[config.mk]
export PLATFORM = sky130hd
export DESIGN_NAME = spi_controller
export DESIGN_NICKNAME = d
export VERILOG_FILES = /design/src/rtl/spi_pkg.sv /design/src/rtl/spi_controller.sv
export SDC_FILE = /design/constraint.sdc
export NUM_CORES = 1
export LEC_CHECK = 0
export BUFFER_PORTS_ARGS = -buffer_cell sky130_fd_sc_hd__clkbuf_2
export CAP_MARGIN = 10
export CORE_MARGIN = 2
export CORE_UTILIZATION = 40
export DETAILED_ROUTE_END_ITERATION = 10
export PLACE_DENSITY_LB_ADDON = 0.25
export SYNTH_ARGS = -nofsm -noshare
export SYNTH_HDL_FRONTEND = slang
export SYNTH_SLANG_ARGS = --single-unit
[constraint.sdc]
create_clock -name clk -period 2.5 [get_ports clk]
set_clock_uncertainty 0.15 [all_clocks]
set_input_delay 0.25 -clock clk [delete_from_list [all_inputs] [get_ports clk]]
set_output_delay 0.25 -clock clk [all_outputs]
set_load 0.05 [all_outputs]
[src/rtl/spi_pkg.sv]
// Shared SPI definitions: byte width and the state encoding used by both
// the controller and the responder side of the bridge.
package spi_pkg;

  localparam int BYTE_W = 8;

  typedef enum logic [2:0] {
    IDLE     = 3'd0,
    SETUP    = 3'd1,
    SCK_HIGH = 3'd2,
    SCK_LOW  = 3'd3,
    TAIL     = 3'd4,
    HOLD     = 3'd5,
    GAP      = 3'd6
  } spi_state_e;

endpackage

[src/rtl/spi_controller.sv]
// SPI mode-0 initiator, MSB first. Bytes arrive on a valid/ready stream,
// tx_last closes the chip-select frame, received bytes leave as a 1-cycle pulse.
module spi_controller
  import spi_pkg::*;
#(
  parameter int CLK_DIV    = 4,
  parameter int GAP_CYCLES = 4
) (
  input  logic              clk,
  input  logic              rst,
  input  logic [BYTE_W-1:0] tx_data,
  input  logic              tx_last,
  input  logic              tx_valid,
  output logic              tx_ready,
  output logic [BYTE_W-1:0] rx_data,
  output logic              rx_valid,
  output logic              spi_sck,
  output logic              spi_csn,
  output logic              spi_sdo,
  input  logic              spi_sdi
);

  localparam int DW = (CLK_DIV > 1) ? $clog2(CLK_DIV) : 1;
  localparam int GW = (GAP_CYCLES > 1) ? $clog2(GAP_CYCLES) : 1;
  localparam logic [DW-1:0] DIV_MAX = DW'(CLK_DIV - 1);
  localparam logic [GW-1:0] GAP_MAX = GW'(GAP_CYCLES - 1);

  generate
    if (CLK_DIV < 2) begin : g_bad_div
      $error("spi_controller: CLK_DIV must be 2 or more");
    end
    if (GAP_CYCLES < 1) begin : g_bad_gap
      $error("spi_controller: GAP_CYCLES must be 1 or more");
    end
  endgenerate

  spi_state_e        state;
  logic [DW-1:0]     div_cnt;
  logic [2:0]        bit_cnt;
  logic [GW-1:0]     gap_cnt;
  logic [BYTE_W-1:0] tx_shift;
  logic [BYTE_W-1:0] rx_shift;
  logic              last_q;

  logic          div_end;
  logic [DW-1:0] div_next;
  logic          accept;

  assign tx_ready = (state == IDLE) || (state == HOLD);
  assign accept   = tx_valid && tx_ready;
  assign div_end  = (div_cnt == DIV_MAX);
  assign div_next = div_end ? '0 : div_cnt + 1'b1;

  always_ff @(posedge clk or posedge rst) begin
    if (rst) begin
      state    <= IDLE;
      div_cnt  <= '0;
      bit_cnt  <= '0;
      gap_cnt  <= '0;
      tx_shift <= '0;
      rx_shift <= '0;
      last_q   <= 1'b0;
      rx_data  <= '0;
      rx_valid <= 1'b0;
      spi_sck  <= 1'b0;
      spi_csn  <= 1'b1;
      spi_sdo  <= 1'b0;
    end else begin
      rx_valid <= 1'b0;
      div_cnt  <= '0;
      case (state)
        IDLE, HOLD: begin
          // bit 7 goes out now; tx_shift keeps the remaining bits MSB-aligned
          if (accept) begin
            tx_shift <= {tx_data[BYTE_W-2:0], 1'b0};
            last_q   <= tx_last;
            bit_cnt  <= 3'd7;
            spi_sdo  <= tx_data[BYTE_W-1];
            spi_csn  <= 1'b0;
            state    <= SETUP;
          end
        end
        SETUP: begin
          div_cnt <= div_next;
          if (div_end) begin
            spi_sck <= 1'b1;
            state   <= SCK_HIGH;
          end
        end
        SCK_HIGH: begin
          div_cnt <= div_next;
          if (div_end) begin
            // sampling at the end of the high phase gives the responder
            // almost two half-periods after the falling edge to settle
            rx_shift <= {rx_shift[BYTE_W-2:0], spi_sdi};
            spi_sck  <= 1'b0;
            if (bit_cnt != 3'd0) begin
              spi_sdo  <= tx_shift[BYTE_W-1];
              tx_shift <= {tx_shift[BYTE_W-2:0], 1'b0};
              state    <= SCK_LOW;
            end else begin
              rx_data  <= {rx_shift[BYTE_W-2:0], spi_sdi};
              rx_valid <= 1'b1;
              state    <= TAIL;
            end
          end
        end
        SCK_LOW: begin
          div_cnt <= div_next;
          if (div_end) begin
            spi_sck <= 1'b1;
            bit_cnt <= bit_cnt - 3'd1;
            state   <= SCK_HIGH;
          end
        end
        TAIL: begin
          div_cnt <= div_next;
          if (div_end) begin
            if (last_q) begin
              spi_csn <= 1'b1;
              spi_sdo <= 1'b0;
              gap_cnt <= '0;
              state   <= GAP;
            end else begin
              state <= HOLD;
            end
          end
        end
        GAP: begin
          gap_cnt <= gap_cnt + 1'b1;
          if (gap_cnt == GAP_MAX) state <= IDLE;
        end
        default: state <= IDLE;
      endcase
    end
  end

endmodule

======== Word-level counts from Yosys, hierarchy flattened ========
Index checks and enable logic that the tools add are counted.
word-level totals
  register bits after elaboration ......... 38
  bits of input ports ..................... 13
  word-level logic and storage cells ...... 91
operators by class
  add/sub/neg operators ................... 3
  equality and inequality tests ........... 16
  multiplexer cells ....................... 36
  bitwise gates (word level) .............. 1
  reduce and logical (&&, ||, !) cells .... 23
operators with widths
  operator                                             count
  2-to-1 mux 3 bit                                     8
  2-to-1 mux 8 bit                                     3
  case mux 8 bit (2 select lines)                      1
  case mux 3 bit (5 select lines)                      1
  != test 2 bit, second input constant                 7
  2-to-1 mux 1 bit                                     13
  AND reduction 3 bit                                  4
  2-to-1 mux 2 bit                                     5
  nonzero test 2 bit                                   5
  equality test 3 bit, second input constant           3
  AND reduction 4 bit                                  2
  equality test 3 x 2 -> 1 bit, second input constant  2
  case mux 3 bit (2 select lines)                      1
  AND reduction 6 bit                                  1
  nonzero test 3 bit                                   2
  AND reduction 5 bit                                  1
  adder 2 x 1 -> 2 bit, second input constant          2
  equality test 2 bit, second input constant           2
  case mux 1 bit (2 select lines)                      2
  case mux 2 bit (2 select lines)                      1
  AND reduction 2 bit                                  2
  OR reduction 2 bit                                   2
  OR reduction 4 bit                                   1
  equality test 3 x 1 -> 1 bit, second input constant  1
  7 further kinds                                      7

======== Longest topological paths before layout ========
  depth after elaboration ................. 5
  gate-level depth with buffers ........... 6

======== Worst setup path before layout ========
Ideal clock, no wire load.
  path kind ............................... register -> register
  from .................................... register bit_cnt[0]
  to ...................................... register tx_shift[7]
  setup time .............................. 0.126 ns
  data arrival time ....................... 1.596 ns
  path slack .............................. 0.628 ns
  cell stages (with the launch flop) ...... 7
  clock period less this slack ............ 1.872 ns
  path through ............................ dfrtp_1 -> inv_1 -> ha_1 -> nor2b_1 -> o32ai_4 -> a21boi_4 -> o2bb2a_1
between the ends
  longest elaborated chain between the ends .. 3
ends and longest elaborated chain
  what                                  RTL line               text
  start, declared                       spi_controller.sv:39   logic [2:0] bit_cnt;
  start signal, assigned                spi_controller.sv:112  bit_cnt <= bit_cnt - 3'd1;
  nonzero test 3 bit                    spi_controller.sv:97   if (bit_cnt != 3'd0) begin
  != test 2 bit (no source line)        n/a
  AND reduction 4 bit (no source line)  n/a
  end signal, assigned                  spi_controller.sv:75   tx_shift <= {tx_data[BYTE_W-2:0], 1'b0};
  end signal, assigned                  spi_controller.sv:99   tx_shift <= {tx_shift[BYTE_W-2:0], 1'b0};
  end, declared                         spi_controller.sv:41   logic [BYTE_W-1:0] tx_shift;
Every way passes these cells.
A chain may end at the register's enable or synchronous reset.

======== Worst setup path after layout ========
Same ends and word-level chain as after synthesis.

==> impl_metrics.tcl <==
set metrics [dict create \
    crit_required_ns 2.52 \
    dp_hpwl_mm 2.37 \
    hold_viol 0 \
    timing.fmax_ghz 0.492 \
    ys_types 41 \
    status "complete, no violations" \
    timing.final.ws_setup_ns 0.466 \
    utilization_pct 48.2 \
    criticalPathCategory "reg -> reg" \
    place_congestion 0.847 \
    reg2reg_to "tx_shift[7]" \
    wire_per_inst_um 14.1 \
    avgSynthCellArea_sq_um 11.9 \
    coreArea_sq_um 4320 \
    ioPinCount 26 \
    cts_sinks 37 \
    placed_cells 223 \
    tns_ns 0 \
    die_area_sq_um 4990 \
    htreeDepth 2 \
    vias 1221 \
    grt_first_pass_wirelength_mm 5.80 \
    drv_cap 0 \
    grt_overflow 0 \
    clk_latency_ns 0.28 \
    grt_pass1_vias 1238 \
    yosys_warnings 0 \
    slew_viol_final 0 \
    clk_pin_slew_worst_paths_ns 0.07 \
    start_util_pct 41.1 \
    yosysTopAreaCellShare_pct 50.7 \
    grt_max_degree 38 \
    fin_crit_sh_pct 81.4 \
    whs_ns 0.0490 \
    post-cts-setup-buffers 0 \
    rrSetupSlack_ns 0.47 \
    final_cell_count_no_fill 232 \
    syn_area_sq_um 1780 \
    ant_nets 0 \
    cts-buffers-inserted 5 \
    die_w_um 70.7 \
    synthCells 150 \
    drive_gt1_share_pct 34.4 \
    setup_viol 0 \
    crit_end "tx_shift[7]" \
    syn_nets 167 \
    ys_seq_area_share_pct 52.1 \
    leakage_nw 0.998 \
    drt_first_iter_violations 147 \
    synth-edff-count 0 \
    min_period_ns 2.03 \
    peakVddDrop_mv 0.487 \
    rr_worst_depth 6 \
    cp_max_fo 7 \
    synth.largest_area_cell "dfrtp_1" \
    reg2reg_from "bit_cnt[0]" \
    slew_headroom_pct 61.5 \
    cts_tree "done" \
    antenna_found_initial 0 \
    port_buffers 25 \
    synthTopCellsByCount "36 x dfrtp_1, 17 x mux2_2, 10 x inv_1, 10 x o21ai_0, 9 x nand2_1" \
    n_antenna_cell 0 \
    critPathCaptureType "register" \
    start_kind "register" \
    first_pass_iters 4 \
    synth.area.top_cells "dfrtp_1 51%, mux2_2 11%, ha_1 2.8%" \
    grt.total_usage_pct 14.6 \
    cts_max_path_buffers 2 \
    drc 0 \
    stdcell_area_sq_um 2080 \
    async_flop_share_pct 100 \
    finalWirelength_mm 3.28 \
    row_count 24 \
    vias_per_cell 5.26 \
    yosysMostFrequentCell "dfrtp_1" \
    synthFlopType "dfrtp_1" \
    fin_total_pwr_mw 2.41 \
    area_growth_pct 17.2 \
    fp.dieH_um 70.7 \
    grt_setup_unrepaired "false" \
    crit_arrival_ns 2.06 \
    placed_area_sq_um 1950 \
    worstMarginPinSlew_ns 0.576 \
    cellPowerDensity_nw_per_um2 1160 \
    synth_seq_cells 37 \
    pre_cts_slack_ns 0.470 \
    nets 196 \
    hp-class "in -> reg" \
    startpoint "bit_cnt[0]" \
    ctsRootBufferMaster "clkbuf_8" \
]
==> worst max-delay path, cell delays in order (launching register included) <==
cell	delay [ns]
dfrtp_1	0.40
inv_1	0.08
ha_1	0.13
nor2b_1	0.48
o32ai_4	0.18
a21boi_4	0.19
o2bb2a_1	0.30
==> worst min-delay path by stage <==
stage | slack [ns] | from | endpoint | depth (start not counted)
after detailed placement | 0.22 | rst | rx_data[6] | 3
after floorplan | 0.22 | tx_data[0] | tx_shift[1] | 2
after CTS | 0.04 | tx_last | last_q | 2
after global placement | 0.20 | rst | rx_shift[5] | 3
final | 0.05 | tx_data[0] | tx_shift[1] | 3
after global routing | 0.04 | tx_last | last_q | 2
==> per-layer routing <==
layer	wire [um]	vias up	global-route usage (%)
met1	1410	578	18.9
met3	215	8	4.99
li1	-	599	-
met5	0	-	0
met2	1590	36	23.2
met4	63	0	5.03
==> timing repair <==
| item | in CTS | in global routing |
|---|---|---|
| gates resized for setup | 0 | 0 |
| hold buffers | 1 | 0 |
| endpoints found under the hold margin | 36 | 0 |
==> logic make-up (layout without fill, tap and decap cells) <==
kind of cell             count (synthesis)  count (layout)  share of synthesized area, %
AND/OR/NAND/NOR                         30              30                          10.3
XOR/XNOR                                 3               3                          1.90
adder cells (fa/ha/maj)                  4               4                          2.82
buffers and inverters                   17              47                          4.15
multiplexers                            17              17                          10.8
flip-flops                              37              37                          52.1
AO/OA/AOI/OAI                           42              42                          17.9
==> flip-flops by register name, indices dropped and copies added (netlist names) <==
name	flops
gap_cnt	2
spi_sdo	1
tx_shift	7
rx_valid	1
spi_sck	1
last_q	1
state	3
bit_cnt	3
rx_shift	7
spi_csn	1
div_cnt	2
rx_data	8
==> cells in the final DEF, fill, tap and decap left out, drive strengths merged, types with 2 or more instances in the layout <==
cell,instances
nor2,6
clkbuf,31
a21oi,5
inv,10
o21ai,10
nand2b,2
xor2,2
buf,3
o211ai,2
mux2,17
o32ai,2
ha,4
a22oi,3
dfrtp,36
nand2,10
nor2b,3
o22ai,6
a2bb2oi,5
nor3,3
==> final cells by class <==
type / count / area (sq um)
clock buffers: 6 / 82.6
clock inverters: 2 / 37.5
fillers: 387 / 2240
inverters: 10 / 37.5
multi-input cells: 96 / 777
flip-flops and latches: 37 / 927
well taps: 52 / 65.1
repair buffers: 29 / 158
==> where the power goes <==
part           internal (mW)  switching, mW  total [mW]
Clock                  0.324          0.209       0.533
Sequential             0.792          0.149       0.941
Combinational          0.419          0.521       0.940
Total                   1.54          0.879        2.41
Note: power is estimated with default switching activity, not from simulation.
